[config.mk]
export PLATFORM = sky130hd
export DESIGN_NAME = comp_nbit_seq
export DESIGN_NICKNAME = d
export VERILOG_FILES = /design/src/rtl/comp_pkg.sv /design/src/rtl/cmp_digit.sv /design/src/rtl/comp_nbit_seq.sv
export SDC_FILE = /design/constraint.sdc
export NUM_CORES = 1
export LEC_CHECK = 0
export BUFFER_PORTS_ARGS = -buffer_cell sky130_fd_sc_hd__buf_2
export CAP_MARGIN = 20
export CORE_UTILIZATION = 53
export CTS_CLUSTER_SIZE = 12
export DETAILED_ROUTE_END_ITERATION = 6
export PLACE_DENSITY = 0.78
export SLEW_MARGIN = 15
export SYNTH_ARGS = -nofsm -noshare
export SYNTH_HDL_FRONTEND = slang
export SYNTH_HIERARCHICAL = 1
export SYNTH_SLANG_ARGS = --single-unit
export TNS_END_PERCENT = 1
[constraint.sdc]
create_clock -name clk -period 2.9 [get_ports clk]
set_input_delay 0.29 -clock clk [delete_from_list [all_inputs] [get_ports clk]]
set_output_delay 0.29 -clock clk [all_outputs]
set_load 0.05 [all_outputs]
[src/rtl/comp_pkg.sv]
// Shared types and sizing helpers for the sequential digit-serial comparator.
package comp_pkg;

    typedef enum logic [1:0] {
        IDLE = 2'd0,
        CMP  = 2'd1,
        DONE = 2'd2
    } state_e;

    function automatic int calc_ndig(input int width, input int digit);
        return width / digit;
    endfunction

    // A single-digit operand still needs a 1-bit index register.
    function automatic int calc_idx_w(input int width, input int digit);
        int ndig;
        ndig = width / digit;
        return (ndig <= 1) ? 1 : $clog2(ndig);
    endfunction

endpackage

[src/rtl/cmp_digit.sv]
// Combinational unsigned compare of one DIGIT-bit slice; NOR-only for DIGIT <= 2.
module cmp_digit #(
    parameter int DIGIT = 2
) (
    input  logic [DIGIT-1:0] x,
    input  logic [DIGIT-1:0] y,
    output logic             lt,
    output logic             eq,
    output logic             gt
);

    if (DIGIT == 1) begin : g_nor1
        logic nx, ny;
        assign nx = ~(x[0] | x[0]);
        assign ny = ~(y[0] | y[0]);
        assign gt = ~(nx | y[0]);
        assign lt = ~(x[0] | ny);
        assign eq = ~(gt | lt);
    end else if (DIGIT == 2) begin : g_nor2
        logic nx1, ny1, nx0, ny0;
        logic gt1, lt1, eq1, gt0, lt0;
        logic neq1, ngt0, nlt0, gt_lo, lt_lo, ngt, nlt;
        assign nx1  = ~(x[1] | x[1]);
        assign ny1  = ~(y[1] | y[1]);
        assign nx0  = ~(x[0] | x[0]);
        assign ny0  = ~(y[0] | y[0]);
        assign gt1  = ~(nx1 | y[1]);
        assign lt1  = ~(x[1] | ny1);
        assign eq1  = ~(gt1 | lt1);
        assign gt0  = ~(nx0 | y[0]);
        assign lt0  = ~(x[0] | ny0);
        assign neq1 = ~(eq1 | eq1);
        assign ngt0 = ~(gt0 | gt0);
        assign nlt0 = ~(lt0 | lt0);
        // Low bit only decides when the high bits tie.
        assign gt_lo = ~(neq1 | ngt0);
        assign lt_lo = ~(neq1 | nlt0);
        assign ngt  = ~(gt1 | gt_lo);
        assign nlt  = ~(lt1 | lt_lo);
        assign gt   = ~(ngt | ngt);
        assign lt   = ~(nlt | nlt);
        assign eq   = ~(gt | lt);
    end else begin : g_wide
        assign gt = (x > y);
        assign lt = (x < y);
        assign eq = (x == y);
    end

endmodule

[src/rtl/comp_nbit_seq.sv]
// Digit-serial MSB-first magnitude comparator with early exit and valid/ready handshakes.
module comp_nbit_seq
    import comp_pkg::*;
#(
    parameter int WIDTH = 8,
    parameter int DIGIT = 2
) (
    input  logic                          clk,
    input  logic                          rst_n,
    input  logic                          in_valid,
    output logic                          in_ready,
    input  logic [WIDTH-1:0]              a,
    input  logic [WIDTH-1:0]              b,
    input  logic                          is_signed,
    output logic                          out_valid,
    input  logic                          out_ready,
    output logic                          l,
    output logic                          e,
    output logic                          g,
    output logic [$clog2(WIDTH/DIGIT):0]  cycles
);

    localparam int NDIG  = calc_ndig(WIDTH, DIGIT);
    localparam int IDX_W = calc_idx_w(WIDTH, DIGIT);
    localparam int CNT_W = $clog2(NDIG) + 1;

    if ((WIDTH < 1) || (DIGIT < 1) || ((WIDTH % DIGIT) != 0)) begin : g_bad_params
        $error("comp_nbit_seq: WIDTH must be >= 1 and a multiple of DIGIT");
    end

    state_e             state_q, state_d;
    logic [WIDTH-1:0]   a_q, a_d;
    logic [WIDTH-1:0]   b_q, b_d;
    logic [IDX_W-1:0]   idx_q, idx_d;
    logic [CNT_W-1:0]   cycles_q, cycles_d;
    logic               l_q, l_d;
    logic               e_q, e_d;
    logic               g_q, g_d;

    logic [WIDTH-1:0]   sign_mask;
    logic [DIGIT-1:0]   a_dig, b_dig;
    logic               dig_lt, dig_eq, dig_gt;

    always_comb begin
        a_dig = DIGIT'(a_q >> (int'(idx_q) * DIGIT));
        b_dig = DIGIT'(b_q >> (int'(idx_q) * DIGIT));
    end

    cmp_digit #(.DIGIT(DIGIT)) u_cmp_digit (
        .x  (a_dig),
        .y  (b_dig),
        .lt (dig_lt),
        .eq (dig_eq),
        .gt (dig_gt)
    );

    always_ff @(posedge clk or negedge rst_n) begin
        if (!rst_n) begin
            state_q  <= IDLE;
            a_q      <= '0;
            b_q      <= '0;
            idx_q    <= '0;
            cycles_q <= '0;
            l_q      <= 1'b0;
            e_q      <= 1'b0;
            g_q      <= 1'b0;
        end else begin
            state_q  <= state_d;
            a_q      <= a_d;
            b_q      <= b_d;
            idx_q    <= idx_d;
            cycles_q <= cycles_d;
            l_q      <= l_d;
            e_q      <= e_d;
            g_q      <= g_d;
        end
    end

    // Flipping the sign bit maps two's complement onto offset binary, so CMP stays unsigned.
    always_comb begin
        sign_mask            = '0;
        sign_mask[WIDTH-1]   = is_signed;
        state_d  = state_q;
        a_d      = a_q;
        b_d      = b_q;
        idx_d    = idx_q;
        cycles_d = cycles_q;
        l_d      = l_q;
        e_d      = e_q;
        g_d      = g_q;
        unique case (state_q)
            IDLE: begin
                if (in_valid) begin
                    a_d      = a ^ sign_mask;
                    b_d      = b ^ sign_mask;
                    idx_d    = IDX_W'(NDIG - 1);
                    cycles_d = '0;
                    state_d  = CMP;
                end
            end
            CMP: begin
                cycles_d = cycles_q + CNT_W'(1);
                if (dig_gt) begin
                    {l_d, e_d, g_d} = 3'b001;
                    state_d         = DONE;
                end else if (dig_lt) begin
                    {l_d, e_d, g_d} = 3'b100;
                    state_d         = DONE;
                end else if (dig_eq && (idx_q == '0)) begin
                    {l_d, e_d, g_d} = 3'b010;
                    state_d         = DONE;
                end else begin
                    idx_d = idx_q - IDX_W'(1);
                end
            end
            DONE: begin
                if (out_ready) begin
                    state_d = IDLE;
                end
            end
            default: state_d = IDLE;
        endcase
    end

    always_comb begin
        in_ready  = (state_q == IDLE);
        out_valid = (state_q == DONE);
        l         = l_q;
        e         = e_q;
        g         = g_q;
        cycles    = cycles_q;
    end

endmodule

; Word-level counts from Yosys, hierarchy flattened
; Index checks and enable logic that the tools add are counted.
[totals]
word_cells = 72
output_inout_bits = 8
inputBits = 21
ram_bits = 0
latchBits = 0
rom_bits = 0
ff_bits = 26
mem_count = 0
[op_classes]
n_reduce_logical = 10
bitwise = 21
n_mux = 21
magnitude_cmp = 0
n_addsub = 2
div_mod_pow = 0
multipliers = 0
shift = 2
n_eq_ne = 8
[op_table]
columns = op, n
row1 = 2-bit two-way mux, 9
row2 = 8-bit by 3-bit >> shifter with 2-bit output, 2
row3 = 8-bit XOR, 2
row4 = 1-bit OR, 10
row5 = 1-bit NOT, 9
row6 = 1-bit two-way mux, 8
row7 = "2-bit != test, second input constant", 4
row8 = 2-bit one-hot mux with 3 select lines, 1
row9 = 3-bit one-hot mux with 2 select lines, 1
row10 = 2-bit AND reduction, 3
row11 = 5-bit AND reduction, 1
row12 = 2-bit logical NOT, 2
row13 = "4-bit by 2-bit != test with 1-bit output, second input constant", 1
row14 = 2-bit one-hot mux with 2 select lines, 1
row15 = "3-bit by 1-bit adder with 3-bit output, second input constant", 1
row16 = 3-bit two-way mux, 1
row17 = 3-bit AND reduction, 1
row18 = 3-bit nonzero test, 1
row19 = "2-bit by 1-bit equality test with 1-bit output, second input constant", 1
row20 = "2-bit equality test, second input constant", 1
row21 = "2-bit by 1-bit != test with 1-bit output, second input constant", 1
row22 = 2-bit nonzero test, 1
row23 = "2-bit by 1-bit subtractor with 2-bit output, second input constant", 1
row24 = 1-bit logical AND, 1

; Depth between registers and ports, before layout
; Gate-level depths: netlist of run 1.
[depth]
depth_word = 15
ltp_mapped = 9
ltp_nobuf = 8

; Cells and area by module
; Netlist of run 1, hierarchy kept.
[by_module_without_submodules]
columns = module, seq_area_each_um2, area_each_um2, cells_per_inst, n_inst
row1 = comp_nbit_seq, 650.6, 1251.2, 94, 1
row2 = cmp_digit, 0.0, 77.6, 10, 1

; Worst setup path before layout of run 1
; OpenSTA, ideal clock, no wires.
[synth_timing]
path_type = register to register
from = reg idx_q[0]
to = reg state_q[1]
stages_incl_launch_ff = 8
arrival_time_ns = 2.120
required_ns = 2.772
slack_ns = 0.652
period_less_slack_ns = 2.248
path_buffers = 1
setup_time_ns = 0.128
cell_sequence = dfrtp_1 buf_2 mux4_2 ha_1 a31o_1 a211oi_2 nand2b_1 o21ai_0
[synth_via]
elab_chain_len = 13
word_cells_on_any_way = 28
cone_classes = 1 x eq/ne / 2 x shift / 3 x mux / 19 x bitwise / 3 x reduce/logical
[synth_lines]
columns = element, line_no
row1 = "start, declared", comp_nbit_seq.sv:34  ; logic [IDX_W-1:0] idx_q, idx_d;
row2 = "start signal, assigned", comp_nbit_seq.sv:71  ; idx_q <= idx_d;
row3 = 8-bit by 3-bit >> shifter with 2-bit output *, comp_nbit_seq.sv:45  ; a_dig = DIGIT'(a_q >> (int'(idx_q) * DIGIT));
row4 = named net a_dig[1], comp_nbit_seq.sv:41  ; logic [DIGIT-1:0] a_dig, b_dig;
row5 = 1-bit NOT, cmp_digit.sv:23  ; assign nx1 = ~(x[1] | x[1]);
row6 = 1-bit OR, cmp_digit.sv:27  ; assign gt1 = ~(nx1 | y[1]);
row7 = 1-bit NOT, cmp_digit.sv:27
row8 = 1-bit OR, cmp_digit.sv:29  ; assign eq1 = ~(gt1 | lt1);
row9 = 1-bit OR, cmp_digit.sv:37  ; assign lt_lo = ~(neq1 | nlt0);
row10 = 1-bit NOT, cmp_digit.sv:37
row11 = 1-bit OR *, cmp_digit.sv:39  ; assign nlt = ~(lt1 | lt_lo);
row12 = named net dig_lt, comp_nbit_seq.sv:42  ; logic dig_lt, dig_eq, dig_gt;
row13 = 1-bit OR, cmp_digit.sv:42  ; assign eq = ~(gt | lt);
row14 = 1-bit NOT, cmp_digit.sv:42
row15 = 1-bit logical AND, comp_nbit_seq.sv:109  ; end else if (dig_eq && (idx_q == '0)) begin
row16 = 4-bit by 2-bit != test with 1-bit output (no line), --
row17 = 3-bit AND reduction (no line), --
row18 = "end signal, assigned", comp_nbit_seq.sv:68  ; state_q <= state_d;
row19 = "end, declared", comp_nbit_seq.sv:31  ; state_e state_q, state_d;
; The timed path passes the listed nets; every way through them passes the cells marked *.
; A chain may end at the register's enable or synchronous reset.

; Worst setup path in the final report of run 1
[layout_timing]
from = reg idx_q[0]
to = reg l_q, in the netlist l
[layout_via]
elab_chain_len = 13
word_cells_on_any_way = 27
cone_classes = 2 x shift / 2 x mux / 19 x bitwise / 4 x reduce/logical
[layout_lines]
columns = element, line_no
row1 = 8-bit by 3-bit >> shifter with 2-bit output *, comp_nbit_seq.sv:46  ; b_dig = DIGIT'(b_q >> (int'(idx_q) * DIGIT));
row2 = named net b_dig[1], comp_nbit_seq.sv:41
row3 = 1-bit NOT, cmp_digit.sv:24  ; assign ny1 = ~(y[1] | y[1]);
row4 = 1-bit OR, cmp_digit.sv:28  ; assign lt1 = ~(x[1] | ny1);
row5 = 1-bit NOT, cmp_digit.sv:28
row6 = 1-bit OR, cmp_digit.sv:29
row7 = 1-bit OR, cmp_digit.sv:37
row8 = 1-bit NOT, cmp_digit.sv:37
row9 = 1-bit OR *, cmp_digit.sv:39
row10 = named net dig_lt, comp_nbit_seq.sv:42
row11 = 1-bit OR, cmp_digit.sv:42
row12 = 1-bit NOT, cmp_digit.sv:42
row13 = 1-bit logical AND, comp_nbit_seq.sv:109
row14 = 3-bit nonzero test (no line), --
row15 = 2-bit AND reduction (no line), --
row16 = "end signal, assigned", comp_nbit_seq.sv:73  ; l_q <= l_d;
row17 = "end, declared", comp_nbit_seq.sv:36  ; logic l_q, l_d;
; Marks and branches as above.

==> results of run 1 <==
[metal layers]
| layer | up-vias | GRT usage, % |
|---|---|---|
| met2 | 27 | 32.5 |
| met3 | 7 | 4.68 |
| li1 | 427 | - |
| met1 | 421 | 27.0 |
| met4 | 0 | 14.0 |
| met5 | - | 0 |
[state kept, by name, indices dropped and copies added (netlist names)]
name	flops
a_q	8
b_q	8
cycles	3
e	1
g	1
idx_q	2
l	1
state_q	2
[what timing repair did]
item | 4_1_cts | 5_1_grt
hold buffers | 1 | 0
hold endpoints to repair | 26 | 0
setup buffers | 0 | 0
[metrics by stage]
stage                     instance area (sq um)  worst slack, ns  utilization [%]  total power (W)  cells
after detailed placement                   1460            0.406             63.5          0.00177    156
final                                      1520            0.333             66.2          0.00203    161
after CTS                                  1520            0.366             66.2          0.00203    161
after global placement                     1460            0.496             63.5          0.00173    156
after floorplan                            1330            0.652                -          0.00159    104
after global routing                       1520            0.186             66.2          0.00218    161
[layout make-up]
type,count,area [sq um]
multi-input cells,65,596
clock inverters,1,30.0
flip-flops and latches,26,651
fillers,184,776
inverters,8,30.0
well taps,28,35.0
repair buffers,30,158
clock buffers,3,22.5
[logic make-up (layout without fill, tap and decap cells)]
family | after synthesis | count (layout) | synth area share [%]
simple gates | 20 | 20 | 7.06
fa+ha+maj | 4 | 4 | 3.77
buf+inv | 13 | 42 | 6.21
flops | 26 | 26 | 49.0
mux | 20 | 20 | 21.6
compound gates | 18 | 18 | 10.5
xor+xnor | 3 | 3 | 1.98
[layout by cell type, fill, tap and decap left out, drive strengths merged]
cell,count
mux2i,2
dfrtp,26
o21bai,2
nand2b,2
a211oi,2
nor3b,1
mux4,4
a21oi,2
xnor2,2
bufinv,1
a31o,1
o21ai,4
a22o,1
buf,29
and2b,1
a31oi,1
xor2,1
dlygate4sd3,1
ha,4
mux2,14
nand3,1
a22oi,1
nor2,8
nand2,7
a32o,1
a2111oi,1
inv,8
o311a,1
clkbuf,3
o2bb2ai,1
[worst max-delay path, delay by kind of cell (launching register included)]
| kind | cells | cell delay [ns] |
|---|---|---|
| DFF | 1 | 0.58 |
| AOI/OAI and AO/OA | 3 | 0.79 |
| muxes | 1 | 0.57 |
| buffers and inverters | 1 | 0.09 |
| adders and majority gates | 1 | 0.27 |
| and+or+nand+nor | 1 | 0.20 |
[worst paths after layout]
| path | start | end | cells after the start |
|---|---|---|---|
| setup / recovery | idx_q[0] | l | 7 |
| hold / removal | out_ready | state_q[1] | 2 |
| setup reg to reg | idx_q[0] | l | 7 |
| hold reg to reg | g | g | 1 |
| max in group asynchronous | rst_n | b_q[3] | 2 |
| min in group asynchronous | rst_n | state_q[1] | 2 |
[power by group through the flow]
| stage | registers, W | logic [W] | clock network [W] |
|---|---|---|---|
| 2_1_floorplan | 0.000713 | 0.000879 | 0 |
| 3_3_place_gp | 0.000674 | 0.00105 | 0 |
| 3_5_place_dp | 0.000677 | 0.00109 | 0 |
| 4_1_cts | 0.000670 | 0.00110 | 0.000258 |
| 5_1_grt | 0.000698 | 0.00121 | 0.000272 |
| 6_report | 0.000669 | 0.00110 | 0.000254 |
[synthesized netlist by cell type]
library cell / count / area share, %
ha_1: 4 / 3.8
and2b_1: 1 / 0.57
nor2_1: 8 / 2.3
a211oi_2: 2 / 1.9
buf_12: 1 / 1.5
a31o_1: 1 / 0.66
o21bai_1: 2 / 1.1
xnor2_1: 2 / 1.3
nand3_1: 1 / 0.38
nand2_1: 7 / 2.0
buf_6: 2 / 1.7
inv_1: 8 / 2.3
a22oi_1: 1 / 0.57
nand2b_1: 2 / 0.94
mux2_2: 9 / 7.6
a31oi_1: 1 / 0.47
buf_2: 2 / 0.75
nor3b_2: 1 / 0.94
mux2i_1: 2 / 1.5
o2bb2ai_1: 1 / 0.66
a21oi_1: 2 / 0.75
mux4_2: 4 / 6.8
a22o_1: 1 / 0.66
a32o_1: 1 / 0.75
o311a_1: 1 / 0.75
a2111oi_0: 1 / 0.66
xor2_1: 1 / 0.66
dfrtp_1: 26 / 49
o21ai_0: 4 / 1.5
mux2_4: 5 / 5.6
==> impl_metrics.csv, run 1 <==
group,metric,value,unit
status,status,"completed",
global_route,track_usage,21.3,%
routing,routedWlPerCell,14.3,um
floorplan,initial_core_util,57.8,%
run,maxCapViolCount,0,
worst_setup_path,crit_chain,"mux4_2 -> inv_1 -> ha_1 -> a31o_1 -> a211oi_2 -> nand2b_1 -> a32o_1",
worst_setup_path,regToRegSetupSlack,0.33,ns
worst_setup_path,cp.arrival,2.84,ns
clock_tree,cts_resized,0,
power,power_density,1330,nW/um^2
routing,wl_met3,109,um
yosys,ys_seq_area_share,49.0,%
power,seqPwrFrac,33.0,%
routing,final_antenna_net_count,0,
yosys,syn-instance-count,104,
timing,finalHoldViolCount,0,
floorplan,die_area,2710,sq um
yosys,synth-seq-cells,26,
routing,drc,0,
clock_tree,clk_path_buf_depth,2,
timing,setup_violations,0,
timing,finalCritPeriodShare,88.5,%
clock_tree,clock-root-buffer,"clkbuf_4",
layout,area_delta_synth_final,14.5,%
routing,drtPass1Iterations,4,
layout,drive_above_1_share,40.6,%
timing,slew-limit-headroom,61.9,%
floorplan,rows,17,
floorplan,die_y,52.1,um
worst_setup_path,worstSetupPathType,"register to register",
power,comb_power_share,54.5,%
global_route,first_global_vias,948,
timing,skew,0.0170,ns
global_route,antenna_found_initial,0,
routing,drtIter0Drc,9,
timing,whs,0.119,ns
yosys,syn-num-nets,129,
clock_tree,cts_tree,"done",
routing,dr_wl_met2,1050,um
worst_setup_path,start_kind,"register",
power,p_sw_share,42.4,%
power,p_switching,0.000858,W
timing,rsz0062_at_grt,"false",
global_route,grt_max_degree,27,
floorplan,die_w,52.1,um
global_route,grt_pass1_wl,4090,um
routing,dr_total_vias,882,
clock_tree,numCtsBuffers,3,
routing,highest_layer,"met4",
floorplan,coreArea,2300,sq um
global_route,overflow,0,
yosys,postSynthAreaPerCell,12.8,sq um
yosys,syn_area,1330,sq um
worst_setup_path,worst_path_largest_cell_delay,0.58,ns
layout,antennaDiodeCount,0,
power,internal-power,0.00117,W
timing,finalCriticalPeriod,2.57,ns
worst_setup_path,cp.required,3.17,ns
floorplan,ios,29,
power,vdd_drop_max,676,uV
clock_tree,htree_levels,1,
timing,finalMaxSlewViolations,0,
hold_path,worst_hold_path_type,"input pin to register",
timing,worstMarginPinSlew,0.572,ns
routing,wl,2300,um
yosys,ys_warn_count,6,
worst_setup_path,cp_max_fo,7,
power,clkPwrFrac,12.5,%
timing,fmax,390,MHz
power,p_leak,0.738,nW
place,portBuffers,28,
clock_tree,insertion_delay,0.34,ns
worst_setup_path,crit_path_end_kind,"register",
timing,finalSetupTns,0,ns
layout,nets,159,
clock_tree,numClockSinks,26,
place,gp_congestion,0.841,
yosys,synth_cell_types,30,
clock_tree,clk_pin_slew,0.15,ns
routing,wl_met1,1080,um
place,hpwlAfterDp,1670,um
routing,via_per_inst,5.48,
worst_setup_path,crit_slowest_cell,"dfrtp_1",
No activity file was read; power rests on OpenSTA's default activity.
==> run 2, diff against run 1 <==
--- a/config.mk
+++ b/config.mk
@@ -7,10 +7,10 @@
 export LEC_CHECK = 0
 export BUFFER_PORTS_ARGS = -buffer_cell sky130_fd_sc_hd__buf_2
 export CAP_MARGIN = 20
-export CORE_UTILIZATION = 53
+export CORE_UTILIZATION = 48
 export CTS_CLUSTER_SIZE = 12
 export DETAILED_ROUTE_END_ITERATION = 6
-export PLACE_DENSITY = 0.78
+export PLACE_DENSITY = 0.75
 export SLEW_MARGIN = 15
 export SYNTH_ARGS = -nofsm -noshare
 export SYNTH_HDL_FRONTEND = slang
==> constraint.sdc (replaced) <==
create_clock -name clk -period 2.1 [get_ports clk]
set_input_delay 0.21 -clock clk [delete_from_list [all_inputs] [get_ports clk]]
set_output_delay 0.21 -clock clk [all_outputs]
set_load 0.05 [all_outputs]
==> impl_metrics.csv, run 2 (synthesis gave the netlist of run 1 again) <==
group,metric,value,unit
timing,finalCriticalPeriod,2.21,ns
worst_setup_path,reg2reg_depth,7,
global_route,antenna_found_initial,0,
timing,setup_violations,5,
floorplan,coreArea,2540,sq um
worst_setup_path,crit_cells,7,
status,violations,"setup timing",
clock_tree,htree_levels,1,
timing,rsz0062_at_grt,"true",
floorplan,rows,18,
timing,skew,0.00128,ns
routing,wl,2590,um
place,hpwlAfterDp,1860,um
global_route,overflow,0,
floorplan,initial_core_util,52.2,%
worst_setup_path,cp.arrival,2.41,ns
floorplan,die_y,54.6,um
floorplan,die_w,54.6,um
timing,fmax,452,MHz
place,portBuffers,28,
clock_tree,numClockSinks,26,
routing,via_per_inst,5.44,
clock_tree,insertion_delay,0.31,ns
global_route,grt_pass1_wl,4050,um
worst_setup_path,worstSetupPathType,"register to register",
worst_setup_path,crit_family,"compound AO/OA/AOI/OAI gates",
routing,dr_total_vias,930,
worst_setup_path,worst_path_largest_cell_delay,0.54,ns
routing,drtIter0Drc,10,
layout,layout_commonest_cell,"buf_2",
timing,slew-limit-headroom,61.9,%
routing,final_antenna_net_count,0,
worst_setup_path,regToRegSetupSlack,-0.11,ns
worst_setup_path,start_kind,"register",
clock_tree,numCtsBuffers,3,
clock_tree,cts_tree,"done",
place,gp_congestion,0.763,
clock_tree,clock-root-buffer,"clkbuf_4",
timing,finalHoldViolCount,0,
global_route,track_usage,19.5,%
timing,finalCritPeriodShare,105,%
hold_path,hold-path-endpoint,"state_q[1]",
status,status,"complete, but fails checks",
place,place_ws,-0.254,ns
layout,drive_above_1_share,49.6,%
clock_tree,clk_pin_slew,0.13,ns
global_route,first_global_vias,961,
hold_path,min_from,"out_ready",
layout,final_cell_mix,"buf_2 (28), dfrtp_1 (25), mux2_2 (9), nor2_1 (8)",
worst_setup_path,cp.required,2.29,ns
worst_setup_path,crit_path_end_kind,"register",
worst_setup_path,crit_buf_inv,1,
worst_setup_path,cp_max_fo,4,
worst_setup_path,crit_chain,"mux4_2 -> inv_2 -> ha_4 -> a31o_4 -> a2111oi_4 -> o2bb2ai_1 -> a22oi_1",
routing,drtPass1Iterations,4,
worst_setup_path,r2r-end,"idx_q[1]",
routing,routedWlPerCell,15.1,um
layout,area_delta_synth_final,24.6,%
floorplan,ios,29,
global_route,grt_max_degree,27,
routing,drc,0,
hold_path,worst_hold_path_type,"input pin to register",
worst_setup_path,reg2reg_from,"idx_q[0]",
timing,setup_slack,-0.115,ns
timing,worstMarginPinSlew,0.571,ns
clock_tree,clk_path_buf_depth,2,
run,maxCapViolCount,0,
timing,finalMaxSlewViolations,0,
hold_path,worstHoldPathCells,2,
layout,nets,168,
layout,antennaDiodeCount,0,
floorplan,die_area,2980,sq um
worst_setup_path,crit_slowest_cell,"mux4_2",
==> run 2: cell count changes in the layout (fill, tap and decap cells not counted), sizes merged <==
cell	previous run	this run
bufinv	1	0
buf	29	38
==> run 2: layout make-up <==
| class | count | area, sq um |
|---|---|---|
| tap | 30 | 37.5 |
| inverter | 8 | 30.0 |
| fill | 195 | 890 |
| timing repair buffer | 39 | 236 |
| clock buffer | 3 | 22.5 |
| multi-input combinational | 65 | 677 |
| sequential | 26 | 652 |
==> run 2: through the flow <==
stage          std cells  area (sq um)  utilization [%]  setup TNS, ns  hold WS, ns
2_1_floorplan        104          1370                -        -0.0497      -0.0856
3_3_place_gp         163          1530             60.2         -0.787        0.223
5_1_grt              171          1660             65.0         -0.852       0.0279
4_1_cts              169          1620             63.7         -0.493       0.0460
6_report             171          1660             65.0         -0.346       0.0504
3_5_place_dp         163          1530             60.2          -1.02        0.232
==> run 2: per-layer routing <==
metal | GRT usage, % | vias up | part of all wire (%)
met4 | 10.3 | 0 | 1.6
li1 | - | 441 | -
met1 | 22.5 | 455 | 41
met2 | 34.7 | 28 | 54
met5 | 0 | - | 0
met3 | 2.50 | 6 | 3.7
==> run 2: worst reg2reg max path, cell delays in order (launching register included) <==
cell,delay (ns)
dfrtp_2,0.44
mux4_2,0.54
inv_2,0.09
ha_4,0.22
a31o_4,0.25
a2111oi_4,0.32
o2bb2ai_1,0.15
a22oi_1,0.09
==> run 2: timing repair <==
item | CTS | global route
endpoints found under the hold margin | 26 | 0
pin swaps | 3 | 6
hold buffers | 1 | 0
gates resized for setup | 7 | 4
setup buffers | 2 | 2
setup endpoints to repair | 7 | 7
==> run 2: worst max path at each step <==
| stage | startpoint | to | slack (ns) |
|---|---|---|---|
| global route | idx_q[0] | idx_q[1] | -0.20 |
| global placement | idx_q[0] | idx_q[1] | -0.17 |
| floorplan | idx_q[0] | idx_q[1] | -0.02 |
| CTS | idx_q[0] | l | -0.14 |
| detailed placement | idx_q[0] | idx_q[1] | -0.25 |
| finish | idx_q[0] | idx_q[1] | -0.11 |
Power of run 2 is not shown: default switching activity piles up to over one toggle a cycle in this logic, so the estimate is an artifact.
